**src/rtl/arb_pkg.sv**
```systemverilog
// Shared types for the clocked round-robin / fixed-priority arbiter.
package arb_pkg;
  typedef enum logic [1:0] {IDLE, GRANT, ACKED, RELEASE} arb_state_t;

  localparam int ARB_FIXED = 0;
  localparam int ARB_RR    = 1;
endpackage

```
**src/rtl/arb_rr_pick.sv**
```systemverilog
// Combinational masked priority encoder: first set request at or after ptr,
// wrapping; ptr is forced to 0 for fixed priority.
module arb_rr_pick #(
  parameter int N_REQ = 32,
  parameter int IDX_W = $clog2(N_REQ)
) (
  input  logic [N_REQ-1:0] req,
  input  logic [IDX_W-1:0] ptr,
  input  logic             mode,
  output logic [N_REQ-1:0] onehot,
  output logic [IDX_W-1:0] idx,
  output logic             any
);
  localparam logic [IDX_W:0] N_W = (IDX_W+1)'(N_REQ);

  logic [2*N_REQ-2:0] dbl;
  logic [N_REQ-1:0]   rot;
  logic [IDX_W-1:0]   eff_ptr;
  logic [IDX_W-1:0]   rot_idx;
  logic [IDX_W:0]     sum;

  assign eff_ptr = mode ? ptr : '0;
  // Concatenated copy lets a plain index implement the rotation.
  assign dbl     = {req[N_REQ-2:0], req};
  assign any     = |req;

  always_comb begin
    rot     = '0;
    rot_idx = '0;
    sum     = '0;
    idx     = '0;
    onehot  = '0;
    for (int i = 0; i < N_REQ; i++) begin
      rot[i] = dbl[i + int'(eff_ptr)];
    end
    for (int i = N_REQ-1; i >= 0; i--) begin
      if (rot[i]) rot_idx = i[IDX_W-1:0];
    end
    sum = {1'b0, rot_idx} + {1'b0, eff_ptr};
    if (sum >= N_W) sum = sum - N_W;
    idx = sum[IDX_W-1:0];
    if (any) onehot[idx] = 1'b1;
  end
endmodule

```
**src/rtl/arbiter_rr_sync.sv**
```systemverilog
// Clocked N-way four-phase arbiter forwarding one granted request downstream,
// with optional input synchronisers and round-robin or fixed priority.
module arbiter_rr_sync
  import arb_pkg::*;
#(
  parameter int N_REQ       = 32,
  parameter int MODE        = 1,
  parameter int SYNC_STAGES = 2,
  localparam int IDX_W      = $clog2(N_REQ)
) (
  input  logic             clk,
  input  logic             rst,
  input  logic [N_REQ-1:0] req_in,
  output logic [N_REQ-1:0] ack_in,
  output logic             req_out,
  input  logic             ack_out,
  output logic [N_REQ-1:0] sel,
  output logic [IDX_W-1:0] sel_idx,
  output logic             busy,
  output logic [1:0]       state_dbg
);
  logic [N_REQ-1:0] rq_s;
  logic             ak_s;

  generate
    if (SYNC_STAGES == 0) begin : g_nosync
      assign rq_s = req_in;
      assign ak_s = ack_out;
    end else begin : g_sync
      logic [N_REQ:0] sync_q [SYNC_STAGES];
      always_ff @(posedge clk or negedge rst) begin
        if (!rst) begin
          for (int s = 0; s < SYNC_STAGES; s++) sync_q[s] <= '0;
        end else begin
          sync_q[0] <= {ack_out, req_in};
          for (int s = 1; s < SYNC_STAGES; s++) sync_q[s] <= sync_q[s-1];
        end
      end
      assign rq_s = sync_q[SYNC_STAGES-1][N_REQ-1:0];
      assign ak_s = sync_q[SYNC_STAGES-1][N_REQ];
    end
  endgenerate

  arb_state_t       state_q;
  logic [N_REQ-1:0] sel_q, ack_q;
  logic [IDX_W-1:0] idx_q, rr_ptr_q, rr_ptr_d;
  logic             req_out_q;
  logic [N_REQ-1:0] pick_onehot;
  logic [IDX_W-1:0] pick_idx;
  logic             pick_any;

  arb_rr_pick #(.N_REQ(N_REQ), .IDX_W(IDX_W)) u_pick (
    .req    (rq_s),
    .ptr    (rr_ptr_q),
    .mode   (MODE == ARB_RR),
    .onehot (pick_onehot),
    .idx    (pick_idx),
    .any    (pick_any)
  );

  assign rr_ptr_d = (idx_q == IDX_W'(N_REQ-1)) ? '0 : idx_q + 1'b1;

  // Handshake: each side is four-phase (req up, ack up, req down, ack down);
  // sel and idx are latched in IDLE and held until RELEASE completes.
  always_ff @(posedge clk or negedge rst) begin
    if (!rst) begin
      state_q   <= IDLE;
      sel_q     <= '0;
      ack_q     <= '0;
      idx_q     <= '0;
      rr_ptr_q  <= '0;
      req_out_q <= 1'b0;
    end else begin
      case (state_q)
        IDLE: begin
          if (pick_any) begin
            sel_q     <= pick_onehot;
            idx_q     <= pick_idx;
            req_out_q <= 1'b1;
            state_q   <= GRANT;
          end
        end
        GRANT: begin
          if (ak_s) begin
            ack_q   <= sel_q;
            state_q <= ACKED;
          end
        end
        ACKED: begin
          if ((rq_s & sel_q) == '0) begin
            req_out_q <= 1'b0;
            state_q   <= RELEASE;
          end
        end
        RELEASE: begin
          if (!ak_s) begin
            ack_q   <= '0;
            sel_q   <= '0;
            idx_q   <= '0;
            if (MODE == ARB_RR) rr_ptr_q <= rr_ptr_d;
            state_q <= IDLE;
          end
        end
        default: state_q <= IDLE;
      endcase
    end
  end

  assign ack_in    = ack_q;
  assign req_out   = req_out_q;
  assign sel       = sel_q;
  assign sel_idx   = idx_q;
  assign busy      = (state_q != IDLE);
  assign state_dbg = state_q;
endmodule

```
**config.mk**
```make
export PLATFORM = sky130hd
export DESIGN_NAME = arbiter_rr_sync
export DESIGN_NICKNAME = d
export VERILOG_FILES = /design/src/rtl/arb_pkg.sv /design/src/rtl/arb_rr_pick.sv /design/src/rtl/arbiter_rr_sync.sv
export SDC_FILE = /design/constraint.sdc
export NUM_CORES = 1
export LEC_CHECK = 0
export CORE_UTILIZATION = 40
export CTS_CLUSTER_DIAMETER = 150
export DETAILED_ROUTE_END_ITERATION = 8
export HOLD_SLACK_MARGIN = 0.08
export PLACE_DENSITY_LB_ADDON = 0.3
export SLEW_MARGIN = 20
export SYNTH_ARGS = -nofsm -noshare
export SYNTH_HDL_FRONTEND = slang
export SYNTH_HIERARCHICAL = 1
export SYNTH_SLANG_ARGS = --single-unit
```
**constraint.sdc**
```tcl
create_clock -name clk -period 8.4 [get_ports clk]
set_input_delay 0.84 -clock clk [delete_from_list [all_inputs] [get_ports clk]]
set_output_delay 0.84 -clock clk [all_outputs]
set_load 0.02 [all_outputs]
```
==> flow_metrics.env <==
export IMPL_hold_viol_final=0
export IMPL_place_area_um2=11900
export IMPL_synth_top_area_share_pct=33.3
export IMPL_fp_dieArea_um2=27500
export IMPL_period_needed_ns=7.41
export IMPL_pwr_share_comb_pct=61.4
export IMPL_io_pins=108
export IMPL_num_antenna_cells=0
export IMPL_drv_slew=0
export IMPL_clk_pin_slew_ns=0.06
export IMPL_drive_gt1_share_pct=11.1
export IMPL_synth_enable_flop_cells=0
export IMPL_cp_data_arrival_time_ns=7.71
export IMPL_ys_ff_latch=143
export IMPL_synthesis_nets=1188
export IMPL_fmax_mhz=135
export IMPL_path_class="flop to flop"
export IMPL_hold_class="flop to flop"
export IMPL_num_vias=10200
export IMPL_rsz0062_at_grt="false"
export IMPL_tightest_slew_ns=1.01
export IMPL_root_buffer="clkbuf_16"
export IMPL_synth_cell_types=105
export IMPL_area_growth_synth_to_final_pct=16.4
export IMPL_drt_iter0_markers=1358
export IMPL_r2r_setup_slack_ns=0.99
export IMPL_rows=59
export IMPL_cts_max_level=4
export IMPL_ys_seq_area_share_pct=33.3
export IMPL_grtUsageTotal_pct=27.0
export IMPL_wl_per_cell_um=24.4
export IMPL_min_from="g_sync.sync_q[51]"
export IMPL_finalSetupViolations=0
export IMPL_grt_remaining_overflow=0
export IMPL_p_switching_w=0.00197
export IMPL_drc=0
export IMPL_startpoint_type="flop"
export IMPL_synth_largest_area_cell="dfrtp_1"
export IMPL_drtPass1Iterations=5
export IMPL_yosysMostFrequentCell="dfrtp_1"
export IMPL_dieHeight_um=166
export IMPL_skew_ns=0.00851
export IMPL_ant_nets=0
export IMPL_fin_crit_sh_pct=88.2
export IMPL_tritoncts="yes"
export IMPL_post_cts_resized=0
export IMPL_core_um2=26200
export IMPL_max_cap_violations=0
export IMPL_place_gp_congestion=0.994
export IMPL_grt_max_degree=77
export IMPL_drt_total_wl_mm=37.5
export IMPL_port_buffers=107
export IMPL_initial_core_util_pct=40.9
export IMPL_cts_setup_buffers=0
export IMPL_hold_path_depth=0
export IMPL_dieWidth_um=166
export IMPL_status="finished, final reports clean"
export IMPL_reg2reg_depth=23
export IMPL_synthesis_area_um2=10700
export IMPL_antenna_found_initial=0
export IMPL_worstPathMaxFanout=18
export IMPL_p_leak_nw=5.20
export IMPL_worst_skew_pair_late_latency_ns=0.42
export IMPL_syn_inst=1132
export IMPL_reg2reg_from="rr_ptr_q[3]"
export IMPL_vdd_drop_max_mv=0.243
export IMPL_clock_sinks=143
export IMPL_synth_async_reset_ratio_pct=100
export IMPL_synthTopCellsByArea="dfrtp_1 33%, mux2i_1 6.7%, mux4_2 5.5%"
export IMPL_final_util_pct=47.7
export IMPL_grt_pass1_vias=9470
export IMPL_pwr_share_seq_pct=20.3
export IMPL_grt_pass1_wl_mm=57.7
export IMPL_powerDensity_nw_per_um2=324
export IMPL_p_sw_share_pct=48.6
export IMPL_drt_vias_per_instance=6.59
export IMPL_fin_nets=1251
export IMPL_layout_setup_ws_ns=0.995
export IMPL_whs_endpoint="g_sync.sync_q[18]"
export IMPL_clock_path_buffers=2
export IMPL_synth_avg_cell_area_um2=9.48
export IMPL_rr_endpoint="sel[23]"
export IMPL_cell_internal_pwr_w=0.00208
export IMPL_relSlewSlack_pct=30.6
export IMPL_ys_flop_type="dfrtp_1"
export IMPL_pwr_share_clk_pct=18.3
export IMPL_yosys_warnings=6
export IMPL_cts_buffers_inserted=17
export IMPL_design_area_um2=12500
export IMPL_setup_tns_ns=0
export IMPL_hpwl_mm=27.2
export IMPL_pre_cts_slack_ns=1.20
export IMPL_crit_path_end_kind="flop"
export IMPL_cp_required_ns=8.70
export IMPL_synthTopCellsByCount="143 x dfrtp_1, 120 x nand2_1, 72 x mux2i_1"
export IMPL_fin_hold_ws_ns=0.340
export IMPL_hold_buffers=0
==> layout make-up <==
cell class	instances	area [µm²]
clock buffer	18	439
clock inverter	13	141
fill	2420	13700
inverter	31	126
multi-input combinational	882	6620
sequential	143	3580
tap	335	419
timing repair buffer	120	1170
==> layout by cell type (no fill, tap or decap), drive strengths merged, types with 6 or more instances in the layout <==
cell	instances
dfrtp	143
nor3b	6
o32ai	10
and2	7
a21o	7
buf	14
o21a	7
a22oi	19
o22ai	11
nand3b	47
o211ai	13
mux2i	74
nand2	121
or2	7
clkinv	6
mux2	16
nand2b	14
nor2	58
ha	20
clkbuf	18
a2111oi	14
o21ai	39
o31ai	11
nand4	7
inv	31
and3	22
clkdlybuf4s50	106
nand3	21
or3	11
mux4	26
nor2b	8
nor4	31
a22o	41
a21oi	47
a211oi	30
nor3	26
xnor2	18
==> power by group through the flow <==
stage          clock network (W)  logic (W)  registers [W]
2_1_floorplan                  0    0.00172       0.000836
3_3_place_gp                   0    0.00238       0.000831
3_5_place_dp                   0    0.00239       0.000831
4_1_cts                 0.000755    0.00240       0.000819
5_1_grt                 0.000787    0.00262       0.000825
6_report                0.000740    0.00249       0.000821
==> per-layer routing <==
layer  global-route usage, %  routed length (µm)  vias to the layer above  part of all wire, %
li1                        -                   -                     4475                    -
met1                    38.3               16300                     5062                   44
met2                    40.7               16800                      539                   45
met3                    5.15                3160                       89                  8.4
met4                    10.4                1250                        0                  3.3
met5                       0                   0                        -                    0
==> cells by family after synthesis <==
family / after synthesis / share of synthesized area (%)
adder cells (fa/ha/maj): 21 / 2.52
other: 1 / 0.0349
multiplexers: 116 / 14.3
buffers and inverters: 107 / 5.06
AO/OA/AOI/OAI: 318 / 22.7
flip-flops: 143 / 33.3
XOR/XNOR: 22 / 1.97
AND/OR/NAND/NOR: 404 / 20.1
==> worst max path at each step <==
stage	startpoint	to	slack, ns	cells past startpoint
2_1_floorplan	rr_ptr_q[1]	sel[25]	2.47	26
3_3_place_gp	rr_ptr_q[3]	sel[1]	1.55	23
3_5_place_dp	rr_ptr_q[3]	sel[23]	1.20	23
4_1_cts	rr_ptr_q[3]	sel[23]	1.14	23
5_1_grt	rr_ptr_q[3]	sel[17]	0.49	23
6_report	rr_ptr_q[3]	sel[23]	0.99	23
==> stage by stage <==
stage               std cells  power [W]
floorplan                1132    0.00256
global placement         1511    0.00321
detailed placement       1511    0.00322
CTS                      1542    0.00398
global route             1542    0.00423
finish                   1542    0.00405
==> registers in the layout, indices dropped and copies added, names as in the netlist <==
name and count:
state_dbg 2, rr_ptr_q 5, ak_s 1, sel_idx 5
g_sync.sync_q 65, ack_in 32, sel 32, req_out 1
==> critical path, stage by stage, from the launching register on <==
cell       delay, ns
dfrtp_1         0.79
nand2_1         0.53
inv_1           0.62
ha_1            0.58
a41oi_1         0.12
xnor2_1         0.49
o31ai_1         0.14
a2111oi_0       0.44
a211oi_1        0.17
o31ai_1         0.14
o2111a_1        0.25
o31ai_1         0.07
a2111oi_0       0.48
o21ai_0         0.19
and3_1          0.19
ha_1            0.18
a21oi_1         0.23
mux2i_1         0.23
o21ai_0         0.09
o21ba_2         0.25
o211ai_2        0.39
inv_4           0.37
nor4_1          0.10
a22o_1          0.22
No activity file was read; power rests on OpenSTA's default activity.
